`src/rtl/cam_sccb_init_seq_if.sv`:
```
// SCCB write-request channel between the camera init sequencer (master)
// and the SCCB bus engine (slave).
interface cam_sccb_init_seq_if;
   logic        sccb_req;
   logic [15:0] sccb_reg_addr;
   logic [7:0]  sccb_wdata;
   logic        sccb_done;
   logic        sccb_nack;

   modport master (
      output sccb_req,
      output sccb_reg_addr,
      output sccb_wdata,
      input  sccb_done,
      input  sccb_nack
   );

   modport slave (
      input  sccb_req,
      input  sccb_reg_addr,
      input  sccb_wdata,
      output sccb_done,
      output sccb_nack
   );
endinterface

```
`src/rtl/cam_sccb_init_seq.sv`:
```
// Camera power-up and register-configuration sequencer.
// Cycles the camera enable GPIO, then walks a synchronous register ROM and
// issues one SCCB write per entry, with NACK retry, delay and end entries.
//
// state     | meaning
// IDLE      | reset state, waiting for start
// PWR_OFF   | enable GPIO held low
// PWR_ON    | enable GPIO high, sensor power-up wait
// FETCH     | ROM address presented, one cycle of ROM latency
// DECODE    | ROM word valid, branch on entry type
// WRITE     | SCCB request held until done
// RETRY     | one request-low cycle before re-issuing a NACKed entry
// WAIT_MS   | delay entry countdown
// DONE      | table completed, waiting for start
// ERROR     | entry failed after all retries, waiting for start
module cam_sccb_init_seq #(
   parameter int TBL_AW      = 6,
   parameter int PWR_OFF_CYC = 1000000,
   parameter int PWR_ON_CYC  = 2000000,
   parameter int MS_CYC      = 100000,
   parameter int MAX_RETRY   = 3
) (
   input  logic                i_clk,
   input  logic                i_rst,
   input  logic                i_start,
   output logic                o_cam_gpio,
   output logic [TBL_AW-1:0]   o_tbl_addr,
   input  logic [23:0]         i_tbl_data,
   cam_sccb_init_seq_if.master sccb,
   output logic                o_busy,
   output logic                o_done,
   output logic                o_error,
   output logic [TBL_AW-1:0]   o_err_index
);

   localparam int DLY_MAX = 255 * MS_CYC;
   localparam int CW_DLY  = $clog2(DLY_MAX + 1);
   localparam int CW_OFF  = $clog2(PWR_OFF_CYC + 1);
   localparam int CW_ON   = $clog2(PWR_ON_CYC + 1);
   localparam int CW_PWR  = (CW_OFF > CW_ON) ? CW_OFF : CW_ON;
   localparam int CW      = (CW_DLY > CW_PWR) ? CW_DLY : CW_PWR;
   localparam int RW      = (MAX_RETRY > 0) ? $clog2(MAX_RETRY + 1) : 1;

   typedef enum logic [3:0] {
      S_IDLE, S_PWR_OFF, S_PWR_ON, S_FETCH, S_DECODE,
      S_WRITE, S_RETRY, S_WAIT_MS, S_DONE, S_ERROR
   } state_t;

   state_t             r_state;
   state_t             w_next;
   logic [CW-1:0]      r_cnt;
   logic [RW-1:0]      r_retry;
   logic [TBL_AW-1:0]  r_tbl_addr;
   logic [TBL_AW-1:0]  r_err_index;
   logic [15:0]        r_reg_addr;
   logic [7:0]         r_wdata;
   logic               r_gpio;

   logic [15:0]        w_entry_addr;
   logic [7:0]         w_entry_val;
   logic               w_cnt_tc;
   logic               w_last;
   logic               w_retry_max;
   logic               w_is_end;
   logic               w_is_delay;
   logic               w_req;
   logic               w_busy;
   logic               w_done;
   logic               w_error;

   assign w_entry_addr = i_tbl_data[23:8];
   assign w_entry_val  = i_tbl_data[7:0];
   assign w_cnt_tc     = (r_cnt == '0);
   assign w_last       = (r_tbl_addr == '1);
   assign w_retry_max  = (r_retry == RW'(MAX_RETRY));
   assign w_is_end     = (w_entry_addr == 16'hFFFF);
   assign w_is_delay   = (w_entry_addr == 16'hFFFE);

   // State register; reset overrides every other input.
   always_ff @(posedge i_clk) begin
      if (i_rst) r_state <= S_IDLE;
      else       r_state <= w_next;
   end

   // Next-state decode. The last table slot ends the sequence instead of wrapping.
   always_comb begin
      w_next = r_state;
      case (r_state)
         S_IDLE, S_DONE, S_ERROR: if (i_start) w_next = S_PWR_OFF;
         S_PWR_OFF: if (w_cnt_tc) w_next = S_PWR_ON;
         S_PWR_ON:  if (w_cnt_tc) w_next = S_FETCH;
         S_FETCH:   w_next = S_DECODE;
         S_DECODE: begin
            if (w_is_end)                w_next = S_DONE;
            else if (!w_is_delay)        w_next = S_WRITE;
            else if (w_entry_val != '0)  w_next = S_WAIT_MS;
            else                         w_next = w_last ? S_DONE : S_FETCH;
         end
         S_WRITE: begin
            if (sccb.sccb_done) begin
               if (!sccb.sccb_nack)  w_next = w_last ? S_DONE : S_FETCH;
               else if (w_retry_max) w_next = S_ERROR;
               else                  w_next = S_RETRY;
            end
         end
         S_RETRY:   w_next = S_WRITE;
         S_WAIT_MS: if (w_cnt_tc) w_next = w_last ? S_DONE : S_FETCH;
         default:   w_next = S_IDLE;
      endcase
   end

   // Datapath: timer down-counter, table pointer, retry count, latched entry, GPIO.
   always_ff @(posedge i_clk) begin
      if (i_rst) begin
         r_cnt       <= '0;
         r_retry     <= '0;
         r_tbl_addr  <= '0;
         r_err_index <= '0;
         r_reg_addr  <= '0;
         r_wdata     <= '0;
         r_gpio      <= 1'b0;
      end else begin
         case (r_state)
            S_IDLE, S_DONE, S_ERROR: begin
               if (i_start) begin
                  r_gpio     <= 1'b0;
                  r_tbl_addr <= '0;
                  r_retry    <= '0;
                  r_cnt      <= CW'(PWR_OFF_CYC - 1);
               end
            end
            S_PWR_OFF: begin
               if (w_cnt_tc) begin
                  r_gpio <= 1'b1;
                  r_cnt  <= CW'(PWR_ON_CYC - 1);
               end else begin
                  r_cnt <= r_cnt - CW'(1);
               end
            end
            S_PWR_ON: if (!w_cnt_tc) r_cnt <= r_cnt - CW'(1);
            S_DECODE: begin
               if (!w_is_end && !w_is_delay) begin
                  r_reg_addr <= w_entry_addr;
                  r_wdata    <= w_entry_val;
               end else if (w_is_delay) begin
                  if (w_entry_val != '0)
                     r_cnt <= CW'(int'(w_entry_val) * MS_CYC - 1);
                  else if (!w_last)
                     r_tbl_addr <= r_tbl_addr + TBL_AW'(1);
               end
            end
            S_WRITE: begin
               if (sccb.sccb_done) begin
                  if (!sccb.sccb_nack) begin
                     r_retry <= '0;
                     if (!w_last) r_tbl_addr <= r_tbl_addr + TBL_AW'(1);
                  end else if (w_retry_max) begin
                     r_err_index <= r_tbl_addr;
                  end else begin
                     r_retry <= r_retry + RW'(1);
                  end
               end
            end
            S_WAIT_MS: begin
               if (w_cnt_tc) begin
                  if (!w_last) r_tbl_addr <= r_tbl_addr + TBL_AW'(1);
               end else begin
                  r_cnt <= r_cnt - CW'(1);
               end
            end
            default: ;
         endcase
      end
   end

   // State-decoded outputs.
   always_comb begin
      w_req   = 1'b0;
      w_busy  = 1'b1;
      w_done  = 1'b0;
      w_error = 1'b0;
      case (r_state)
         S_IDLE:  w_busy = 1'b0;
         S_DONE:  begin w_busy = 1'b0; w_done  = 1'b1; end
         S_ERROR: begin w_busy = 1'b0; w_error = 1'b1; end
         S_WRITE: w_req = 1'b1;
         default: ;
      endcase
   end

   assign sccb.sccb_req      = w_req;
   assign sccb.sccb_reg_addr = r_reg_addr;
   assign sccb.sccb_wdata    = r_wdata;
   assign o_cam_gpio         = r_gpio;
   assign o_tbl_addr         = r_tbl_addr;
   assign o_busy             = w_busy;
   assign o_done             = w_done;
   assign o_error            = w_error;
   assign o_err_index        = r_err_index;

endmodule

```
`src/flat_wrapper.sv`:
```
// flat-port wrapper written by rule: the top's interface ports become plain ports
module cam_sccb_init_seq_flat 
#(
   parameter int TBL_AW      = 6,
   parameter int PWR_OFF_CYC = 1000000,
   parameter int PWR_ON_CYC  = 2000000,
   parameter int MS_CYC      = 100000,
   parameter int MAX_RETRY   = 3
)
  (i_clk, i_rst, i_start, o_cam_gpio, o_tbl_addr, i_tbl_data, o_busy, o_done, o_error, o_err_index, sccb_sccb_req, sccb_sccb_reg_addr, sccb_sccb_wdata, sccb_sccb_done, sccb_sccb_nack);
  cam_sccb_init_seq_if sccb_i ();
  input  logic i_clk;
  input  logic i_rst;
  input  logic i_start;
  output logic o_cam_gpio;
  output logic [TBL_AW-1:0] o_tbl_addr;
  input  logic [23:0] i_tbl_data;
  output logic o_busy;
  output logic o_done;
  output logic o_error;
  output logic [TBL_AW-1:0] o_err_index;
  output wire logic [$bits(sccb_i.sccb_req)-1:0] sccb_sccb_req;
  output wire logic [$bits(sccb_i.sccb_reg_addr)-1:0] sccb_sccb_reg_addr;
  output wire logic [$bits(sccb_i.sccb_wdata)-1:0] sccb_sccb_wdata;
  input wire logic [$bits(sccb_i.sccb_done)-1:0] sccb_sccb_done;
  input wire logic [$bits(sccb_i.sccb_nack)-1:0] sccb_sccb_nack;
  assign sccb_sccb_req = sccb_i.sccb_req;
  assign sccb_sccb_reg_addr = sccb_i.sccb_reg_addr;
  assign sccb_sccb_wdata = sccb_i.sccb_wdata;
  assign sccb_i.sccb_done = sccb_sccb_done;
  assign sccb_i.sccb_nack = sccb_sccb_nack;
  cam_sccb_init_seq #(.TBL_AW(TBL_AW), .PWR_OFF_CYC(PWR_OFF_CYC), .PWR_ON_CYC(PWR_ON_CYC), .MS_CYC(MS_CYC), .MAX_RETRY(MAX_RETRY)) u_core (.i_clk(i_clk), .i_rst(i_rst), .i_start(i_start), .o_cam_gpio(o_cam_gpio), .o_tbl_addr(o_tbl_addr), .i_tbl_data(i_tbl_data), .sccb(sccb_i), .o_busy(o_busy), .o_done(o_done), .o_error(o_error), .o_err_index(o_err_index));
endmodule
```
`config.mk`:
```
export PLATFORM = sky130hd
export DESIGN_NAME = cam_sccb_init_seq_flat
export DESIGN_NICKNAME = d
export VERILOG_FILES = /design/src/rtl/cam_sccb_init_seq_if.sv /design/src/rtl/cam_sccb_init_seq.sv /design/src/flat_wrapper.sv
export SDC_FILE = /design/constraint.sdc
export NUM_CORES = 1
export LEC_CHECK = 0
export BUFFER_PORTS_ARGS = -buffer_cell sky130_fd_sc_hd__buf_2
export CORE_MARGIN = 10
export CORE_UTILIZATION = 44
export CTS_CLUSTER_SIZE = 25
export DETAILED_ROUTE_END_ITERATION = 7
export GPL_TIMING_DRIVEN = 0
export PLACE_DENSITY_LB_ADDON = 0.08
export RECOVER_POWER = 100
export SYNTH_ARGS = -nofsm -noshare
export SYNTH_HDL_FRONTEND = slang
export SYNTH_SLANG_ARGS = --single-unit
```
`constraint.sdc`:
```
create_clock -name i_clk -period 6.15 [get_ports i_clk]
set_input_delay 0.615 -clock i_clk [delete_from_list [all_inputs] [get_ports i_clk]]
set_output_delay 0.615 -clock i_clk [all_outputs]
set_load 0.005 [all_outputs]
```
==> summary.txt <==
GRT
  • Initial antenna violation count: 0
  • First-pass GRT wire length: 27600 um
  • Vias in the first global route: 5608
  • GRT overflow: 0
  • Largest net degree at the start of global routing: 13
  • GRT Overall Usage: 0.186

Timing
  • Hold Vio Cnt, Final: 0
  • Maximum clock rate: 191 MHz
  • Setup-failing EPs final: 0
  • Setup TNS: 0 ns
  • Skew final: 0.00685 ns
  • Least-Margin Pin Slew: 1.42 ns
  • Fin crit share: 0.852
  • RSZ-0062 raised after global routing: false
  • Slew HR: 0.0413
  • Fin. max-slew vios: 0
  • Hold_ws: 0.452 ns
  • Tmin final: 5.24 ns

Critical path
  • CP bufs+invs: 3
  • Crit path max-delay family: adder cells
  • Startpoint Class: input pin
  • Slowest cell on crit path: nor4_1
  • CP max FO: 6
  • Crit-path most repeated cell: ha_1
  • Crit-path max cell delay: 0.61 ns
  • Req. time, crit path: 6.44 ns
  • Crit Path Class: in -> reg
  • Crit. End Element: flop
  • Worst Path Arrival: 5.53 ns
  • Worst path cell trace: clkbuf_1 -> ha_1 -> ha_1 -> inv_1 -> fa_1 -> inv_1 -> fa_1 -> ha_1 -> o21a_1 -> a21oi_1 -> o311ai_0 -> nor4_1 -> nand4b_1 -> or3_1 -> a21oi_1 -> o21a_1

CTS
  • Clock Sinks: 68
  • Hold Buf Count CTS: 0
  • Worst skew pair latency: 0.34 ns
  • Post-CTS setup buffers: 0
  • Worst-path clk slew: 0.06 ns
  • Max Root-Sink Buffers: 2
  • Root buffer cell: clkbuf_16
  • H-tree Lvls: 3
  • PostCTS Resize Cnt: 0
  • Clock tree from TritonCTS: built
  • CTS Buf Count: 9

Placed design
  • Buffers on Ports: 68
  • DP HPWL: 13400 um
  • Routability cong.: 0.899

Yosys
  • #FFs+latches synth: 68
  • Synth cell count leaders: nand2_1 (99), nor2_1 (73), dfxtp_1 (68)
  • Mapped Nets: 835
  • Area leader, netlist: dfxtp_1
  • Post-synthesis sequential area ratio: 0.240
  • Syn Area/Cell: 7.73 um^2
  • Async set-reset flop share out of synthesis: 0
  • Yosys warns: 0
  • Share of the synthesized area in the top cell type: 0.240
  • Count of different cell masters after synthesis: 75
  • Cells after synthesis: 733
  • Synth Cell Area: 5670 um^2
  • Most numerous cell in the Yosys netlist: nand2_1
  • EDFF count, synth: 0
  • Post-synth top flop: dfxtp_1
  • Main area contributors after synthesis: dfxtp_1 (24%), ha_1 (13%), nand2_1 (6.6%)

Floorplan
  • Core area: 12600 um^2
  • Die width: 134 um
  • Initial core utilization: 0.449
  • Boundary Pins: 70
  • Die Height: 134 um
  • Num rows: 41
  • Die Area: 17800 um^2

Drt
  • Via density per instance: 5.77
  • Wire length per cell: 17.1 um
  • Starting DRC count in detailed routing: 421
  • Post-route DRC: 0
  • Antenna Nets Post-Route: 0
  • Vias after detailed routing: 5703
  • Final Routed Wirelength: 17000 um
  • First-pass iteration count of the detailed router: 5

Min path
  • HP Class: reg -> reg

Power and ir drop
  • Pwr dens: 397 nW/um^2
  • Total power draw: 2.58 mW
  • Leak: 2.65 nW
  • Peak VDD IR: 0.222 mV

Cells and area
  • Fillers: 1297
  • N_diodes: 0
  • Final #Nets: 914
  • Area growth syn-to-layout: 14.7%
  • Share of layout cells above drive strength 1: 0.0881

Job
  • Max_cap viols: 0

Run status
  • Outcome: completed
==> stage by stage <==
step / cells / setup WS [ns] / util / cell area, um^2
after floorplan: 733 / 1.52 / - / 5670
after global placement: 973 / 0.835 / 0.493 / 6220
after detailed placement: 973 / 0.776 / 0.493 / 6220
after CTS: 989 / 1.13 / 0.520 / 6570
after global routing: 989 / 0.602 / 0.515 / 6500
final: 989 / 0.909 / 0.515 / 6500
==> final cells by class <==
cell class                 count  area (um^2)  area share
buffer                        31          121      0.0187
clock buffer                   9          225      0.0346
clock inverter                 7          115      0.0177
inverter                      27          101      0.0156
multi-input combinational    607         4060       0.625
sequential                    68         1360       0.209
tap                          172          215      0.0331
timing repair buffer          68          303      0.0465
==> registers in the layout (all words and copies together) (netlist names) <==
| signal | count |
|---|---|
| u_core.o_cam_gpio | 1 |
| u_core.o_err_index | 6 |
| u_core.o_tbl_addr | 6 |
| u_core.sccb.sccb_reg_addr | 16 |
| u_core.sccb.sccb_wdata | 8 |
| u_core.r_retry | 2 |
| u_core.r_state | 4 |
| u_core.r_cnt | 25 |
==> final timing paths <==
kind | start | slack (ns) | to | depth (start not counted)
max | i_tbl_data[2] | 0.91 | u_core.r_cnt[19]$_SDFFE_PP0P_ | 16
min | u_core.sccb.sccb_reg_addr[14]$_SDFFE_PP0P_ | 0.45 | u_core.sccb.sccb_reg_addr[14]$_SDFFE_PP0P_ | 2
max reg2reg | u_core.r_cnt[0]$_SDFFE_PP0P_ | 1.90 | u_core.r_cnt[13]$_SDFFE_PP0P_ | 10
min reg2reg | u_core.sccb.sccb_reg_addr[14]$_SDFFE_PP0P_ | 0.45 | u_core.sccb.sccb_reg_addr[14]$_SDFFE_PP0P_ | 2
==> power breakdown <==
group	internal, mW	total (mW)	switching, mW
Sequential	0.494	0.544	0.0493
Clock	0.394	0.594	0.200
Combinational	0.520	1.44	0.923
==> worst reg2reg max path: cells and delay by family, from the launching register on <==
kind,cells,cell delay (ns)
and+or+nand+nor,5,1.89
DFF,1,0.31
buffers and inverters,1,0.09
adders and majority gates,1,0.23
AOI/OAI and AO/OA,3,1.60
==> cells by family (layout without fill, tap and decap cells) <==
logic type,count (synthesis),after routing,synth area share
simple gates,289,289,0.246
compound gates,205,205,0.234
fa+ha+maj,73,73,0.177
flops,68,68,0.240
buf+inv,58,142,0.0395
xor+xnor,30,30,0.0463
mux,10,10,0.0179
==> layer usage <==
layer  track usage  share of wire
met4        0.0490          0.014
met1         0.235           0.45
met2         0.312           0.48
met3        0.0410          0.059
met5             0              0
==> layout by cell type (no fill, tap or decap), types with 6 or more instances in the layout <==
| cell | netlist | routed |
|---|---|---|
| dfxtp_1 | 68 | 68 |
| xnor2_1 | 23 | 23 |
| nand4_1 | 7 | 7 |
| fa_1 | 12 | 12 |
| xor2_1 | 7 | 7 |
| nor2_1 | 73 | 73 |
| a22oi_1 | 8 | 8 |
| inv_1 | 26 | 26 |
| nand3_1 | 13 | 14 |
| nand2b_1 | 12 | 12 |
| nand3b_1 | 6 | 6 |
| clkbuf_16 | 0 | 9 |
| mux2i_1 | 9 | 9 |
| o211ai_1 | 6 | 6 |
| a211oi_1 | 9 | 9 |
| clkbuf_1 | 25 | 56 |
| nor3_1 | 25 | 25 |
| buf_2 | 3 | 41 |
| o21ai_0 | 41 | 43 |
| a21o_1 | 7 | 7 |
| nor4_1 | 9 | 11 |
| o22ai_1 | 12 | 12 |
| nor2b_1 | 6 | 6 |
| ha_1 | 61 | 61 |
| a21oi_1 | 64 | 64 |
| nand2_1 | 99 | 99 |
| and3_1 | 9 | 9 |
| o21a_1 | 8 | 8 |
Note: power is estimated with default switching activity, not from simulation.
